**config.mk**
```make
export PLATFORM = sky130hd
export DESIGN_NAME = ntsc_line_buffer
export DESIGN_NICKNAME = d
export VERILOG_FILES = /design/src/rtl/ntsc_pkg.sv /design/src/rtl/ntsc_linebuf_bank.sv /design/src/rtl/ntsc_line_buffer.sv
export SDC_FILE = /design/constraint.sdc
export NUM_CORES = 2
export LEC_CHECK = 0
export CAP_MARGIN = 25
export CORE_UTILIZATION = 40
export DETAILED_ROUTE_END_ITERATION = 10
export PLACE_DENSITY = 0.55
export SLEW_MARGIN = 30
export SYNTH_ARGS = -nofsm -noshare
export SYNTH_HDL_FRONTEND = slang
export SYNTH_SLANG_ARGS = --single-unit
```
**constraint.sdc**
```tcl
create_clock -name clk -period 2.6 [get_ports clk]
set_input_delay 0.39 -clock clk [delete_from_list [all_inputs] [get_ports clk]]
set_output_delay 0.39 -clock clk [all_outputs]
set_load 0.02 [all_outputs]
```
**src/rtl/ntsc_pkg.sv**
```systemverilog
// Shared types and constants for the NTSC scanline buffer and video path.
package ntsc_pkg;

  localparam int PIXEL_W     = 2;
  localparam int LINE_ADDR_W = 9;

  typedef logic [PIXEL_W-1:0] pixel_t;

  localparam pixel_t PIX_BLACK = 2'b00;

  typedef enum logic [0:0] {
    FILL = 1'b0,
    FULL = 1'b1
  } lb_state_t;

  // Pixel 0 is the leftmost pixel and sits in the least significant bits.
  function automatic pixel_t lane_pick(input logic [7:0] packed_byte, input logic [1:0] lane);
    pixel_t pix;
    case (lane)
      2'd0:    pix = packed_byte[1:0];
      2'd1:    pix = packed_byte[3:2];
      2'd2:    pix = packed_byte[5:4];
      default: pix = packed_byte[7:6];
    endcase
    return pix;
  endfunction

endpackage

```
**src/rtl/ntsc_linebuf_bank.sv**
```systemverilog
// One scanline bank: simple dual-port RAM, synchronous write and synchronous read.
module ntsc_linebuf_bank #(
  parameter int DEPTH  = 128,
  parameter int ADDR_W = 7,
  parameter int DATA_W = 8
) (
  input  logic              clk,
  input  logic              wr_en,
  input  logic [ADDR_W-1:0] wr_addr,
  input  logic [DATA_W-1:0] wr_data,
  input  logic [ADDR_W-1:0] rd_addr,
  output logic [DATA_W-1:0] rd_data
);

  logic [DATA_W-1:0] mem [DEPTH];

  // No reset on the array or read register; the top level masks stale data.
  always_ff @(posedge clk) begin
    if (wr_en) begin
      mem[wr_addr] <= wr_data;
    end
    rd_data <= mem[rd_addr];
  end

endmodule

```
**src/rtl/ntsc_line_buffer.sv**
```systemverilog
// Ping-pong scanline buffer feeding the video generator; host fills the back bank.
// Build option NTSC_LINEBUF_UNDERRUN_BLANK_EN blanks the line after an underrun.
//
// state | meaning
// FILL  | back bank accepting bytes, wr_ready high
// FULL  | back bank complete, waiting for line_start to swap
module ntsc_line_buffer
  import ntsc_pkg::*;
#(
  parameter int LINE_PIXELS    = 512,
  parameter int BYTES_PER_LINE = LINE_PIXELS / 4
) (
  input  logic                   clk,
  input  logic                   reset,
  input  logic                   wr_valid,
  output logic                   wr_ready,
  input  logic [7:0]             wr_data,
  input  logic                   line_start,
  input  logic [LINE_ADDR_W-1:0] rd_addr,
  output pixel_t                 rd_pixel,
  output logic                   underrun,
  input  logic                   underrun_clr
);

  lb_state_t  state_q;
  logic [7:0] wr_ptr_q;
  logic       front_sel_q;
  logic       front_valid_q;
  logic       underrun_q;
  logic       blank_q;

  logic       wr_accept;
  logic       last_byte;
  logic       bank_full;
  logic       swap;
  logic       miss;
  logic       in_range;

  logic       we0;
  logic       we1;
  logic [7:0] rd_data0;
  logic [7:0] rd_data1;

  logic       rd_bank_q;
  logic [1:0] rd_lane_q;
  logic       rd_show_q;

  assign wr_ready  = (state_q == FILL);
  assign wr_accept = wr_valid && wr_ready;
  assign last_byte = wr_accept && (wr_ptr_q == 8'(BYTES_PER_LINE - 1));
  // A byte landing on the line_start edge still completes the bank in time.
  assign bank_full = (state_q == FULL) || last_byte;
  assign swap      = line_start && bank_full;
  assign miss      = line_start && !bank_full;

  always_ff @(posedge clk or negedge reset) begin
    if (!reset) begin
      state_q       <= FILL;
      wr_ptr_q      <= '0;
      front_sel_q   <= 1'b0;
      front_valid_q <= 1'b0;
    end else if (swap) begin
      state_q       <= FILL;
      wr_ptr_q      <= '0;
      front_sel_q   <= !front_sel_q;
      front_valid_q <= 1'b1;
    end else if (wr_accept) begin
      wr_ptr_q <= wr_ptr_q + 8'd1;
      if (last_byte) begin
        state_q <= FULL;
      end
    end
  end

  always_ff @(posedge clk or negedge reset) begin
    if (!reset) begin
      underrun_q <= 1'b0;
    end else if (miss) begin
      underrun_q <= 1'b1;
    end else if (underrun_clr) begin
      underrun_q <= 1'b0;
    end
  end

  assign underrun = underrun_q;

`ifdef NTSC_LINEBUF_UNDERRUN_BLANK_EN
  always_ff @(posedge clk or negedge reset) begin
    if (!reset) begin
      blank_q <= 1'b0;
    end else if (swap) begin
      blank_q <= 1'b0;
    end else if (miss) begin
      blank_q <= 1'b1;
    end
  end
`else
  assign blank_q = 1'b0;
`endif

  // The write bank is always the one not being displayed.
  assign we0 = wr_accept && front_sel_q;
  assign we1 = wr_accept && !front_sel_q;

  ntsc_linebuf_bank #(
    .DEPTH  (128),
    .ADDR_W (7),
    .DATA_W (8)
  ) u_bank0 (
    .clk     (clk),
    .wr_en   (we0),
    .wr_addr (wr_ptr_q[6:0]),
    .wr_data (wr_data),
    .rd_addr (rd_addr[8:2]),
    .rd_data (rd_data0)
  );

  ntsc_linebuf_bank #(
    .DEPTH  (128),
    .ADDR_W (7),
    .DATA_W (8)
  ) u_bank1 (
    .clk     (clk),
    .wr_en   (we1),
    .wr_addr (wr_ptr_q[6:0]),
    .wr_data (wr_data),
    .rd_addr (rd_addr[8:2]),
    .rd_data (rd_data1)
  );

  assign in_range = ({1'b0, rd_addr} < 10'(LINE_PIXELS));

  // Lane, bank and visibility are captured alongside the RAM read so they line up.
  always_ff @(posedge clk or negedge reset) begin
    if (!reset) begin
      rd_bank_q <= 1'b0;
      rd_lane_q <= 2'd0;
      rd_show_q <= 1'b0;
    end else begin
      rd_bank_q <= front_sel_q;
      rd_lane_q <= rd_addr[1:0];
      rd_show_q <= front_valid_q && !blank_q && in_range;
    end
  end

  always_comb begin
    rd_pixel = PIX_BLACK;
    if (rd_show_q) begin
      rd_pixel = lane_pick(rd_bank_q ? rd_data1 : rd_data0, rd_lane_q);
    end
  end

endmodule
```
==> out/summary.txt <==
CP Cell Sequence - buf_6 > mux4_2 > mux2i_4 > nor2b_4 > buf_6
register area share after synthesis - 0.779
Clk Tree Root Cell - clkbuf_16
worst hold start - wr_data[7]
global-route wire length before repair - 284,000 um
asr flop ratio synth - 0.00769
Die ar. - 202,000 sq um
CTS H-Tree Depth - 4
Worst-path clk slew - 60 ps
router iterations before antenna repair - 5
P&R area growth vs syn - 18.8%
mapped cell area - 79,900 sq um
warnings from Yosys - 0
post-synth cell types - 30
die height - 449 um
Placer Congestion - 0.777
DR iter-0 viols - 3,713
syn nets - 3,335
critical path endpoint category - primary output
pre-CTS setup slack - -711 ps
CP delay by family, top - multiplexers
Slew Limit Fails - 0
Setup violations, final - 2
drt drc - 0
CTS tree - yes
FF+latch count, synth - 2,080
total CTS buffers - 204
unrepaired setup endpoints after global routing - true
Global Route Usage Sum - 0.197
Worst Path Buf+Inv - 2
Die Wd - 449 um
overall routed net length - 197,000 um
Req. time, crit path - 2210 ps
via count - 36,900
hold_ws - 6.44 ps
max-cap violation count - 0
initial antenna violation count - 7
critical path launch point type - register
final standard cell area without fillers - 95,000 sq um
Hold Fails Final Rpt - 0
failing checks - setup timing
Worst Tran Pin Value - 814 ps
Post-synth EDFFs - 2,048
post-DP HPWL - 124,000 um
layout net count - 3,946
fillcell total - 16,100
I/O Buffers - 25
Slew HR - 0.457
crit path kind - register to primary output
Non-Filler Instances - 6,738
Fmax - 0.347 GHz
period utilization - 1.11
largest net degree at the start of global routing - 102
# IOs - 26
status - finished with violations
Final ANT Viol Nets - 0
CP startpoint - rd_lane_q[0]$_DFF_PN0_
Final Power - 71.6 mW
maximum vdd drop - 670 uV
Top FF cell, synth - edfxtp_1
Final Worst Setup Slack - -285 ps
CP peak stage delay - 640 ps
CORE AREA - 198,000 sq um
worst path arrival time - 2490 ps
routed vias/inst - 5.48
Final min period - 2880 ps
crit path max-delay cell type - mux4_2
FF-to-FF Start - u_bank1.mem[54][0]$_DFFE_PP_
placed insts - 6,355
Syn Area/Cell - 24.1 sq um
Core Rows - 163
setup repair bufs after CTS - 0
Setup Total Neg Slack - -539 ps
clk_lat worst skew - 820 ps
total grt overflow - 0
final core utilization - 0.480
worst hold path type - input pin to register
clock buffer depth - 3
synthesized instance count - 3,312
# clock sinks - 2,080
Static Leak - 30.2 nW
crit-path max FO - 2
Initial Util - 0.404
Area after DPL - 88,300 sq um
Power Dens Cells - 754 nW/um^2
vias in the first global route - 38,100
share of cells above drive strength 1 - 0.382
most common cell type on the critical path - buf_6
Avg WL per Cell - 29.2 um
Final Skew - 26.4 ps
-- registers in the layout (all words and copies together) (netlist names) --
| name | count |
|---|---|
| u_bank0.mem | 1024 |
| u_bank0.rd_data | 8 |
| u_bank1.mem | 1024 |
| front_valid_q | 1 |
| state_q | 1 |
| u_bank1.rd_data | 8 |
| wr_ptr_q | 8 |
| rd_show_q | 1 |
| rd_bank_q | 1 |
| rd_lane_q | 2 |
| underrun | 1 |
| front_sel_q | 1 |
-- worst register-to-register path, cell delays in order (launching register included) --
cell and delay, ps:
edfxtp_1 380, mux4_2 500, mux4_2 620, mux4_2 550
mux2_2 290
-- final timing paths --
kind,endpoint,slack (ps),cells after the start
setup / recovery,rd_pixel[0],-280,5
hold / removal,u_bank0.mem[34][7]$_DFFE_PP_,6,1
setup reg to reg,u_bank1.rd_data[0]$_DFF_P_,170,4
hold reg to reg,rd_show_q$_DFF_PN0_,370,0
max in group asynchronous,rd_lane_q[1]$_DFF_PN0_,1820,3
min in group asynchronous,underrun$_DFFE_PN0P_,480,3
-- routing by layer --
metal | vias up | share of wire | track usage
li1 | 15400 | - | -
met1 | 20200 | 0.44 | 0.283
met2 | 1048 | 0.49 | 0.320
met3 | 221 | 0.052 | 0.0290
met4 | 0 | 0.018 | 0.0411
met5 | - | 0 | 0
-- where the power goes --
| group | internal, mW | switching (mW) |
|---|---|---|
| Sequential | 37.2 | 0.215 |
| Combinational | 2.06 | 3.07 |
| Clock | 16.7 | 12.3 |
| Total | 55.9 | 15.6 |
-- timing repair --
item | CTS | global route
endpoints found under the hold margin | 68 | 0
hold buffers | 4 | 0
endpoints found under the setup margin | 3 | 2
gates resized for setup | 21 | 0
-- final cells by class --
cell class	count	area (sq um)	share of cell area
diodes	1	2.50	0.0000264
clock inverters	127	1090	0.0115
repair buffers	600	5980	0.0630
inverters	3	11.3	0.000119
clock buffers	253	5460	0.0575
flip-flops and latches	2080	62200	0.655
well taps	2640	3300	0.0348
multi-input cells	1034	16900	0.178
-- cell usage after synthesis, types with 3 or more instances --
cell type  number  area [sq um]
mux2_2         17           191
mux2i_1         3          30.0
buf_1          26          97.6
nand2_1        24          90.1
nand4_1         3          18.8
xnor2_1         4          35.0
o21ai_0         3          15.0
clkbuf_1      115           432
dfxtp_1        16           320
nor3_1          3          15.0
nand3_1         9          45.0
inv_1           3          11.3
dfrtp_1        16           400
edfxtp_1     2048         61500
nor2b_1         8          50.1
buf_2          52           260
mux4_2        676         15200
nor2_1        266           998
xor2_1          3          26.3
-- cells in the final DEF (no fill, tap or decap), types with 17 or more instances in the layout --
cell type / instances
mux4_2: 676
clkbuf_1: 41
clkinv_2: 35
nor2_1: 266
buf_12: 108
edfxtp_1: 2048
clkinv_1: 62
clkbuf_16: 212
buf_4: 462
mux2_2: 17
bufinv_16: 19
nand2_1: 24
-- cell families after synthesis --
group	count (synthesis)	synth area share
adders and majority gates	1	0.000157
DFF	2080	0.779
buffers and inverters	198	0.0103
AOI/OAI and AO/OA	4	0.000329
muxes	696	0.193
xor gates and xnor gates	7	0.000767
and+or+nand+nor	326	0.0165
Power figures use the tool's default switching activity.
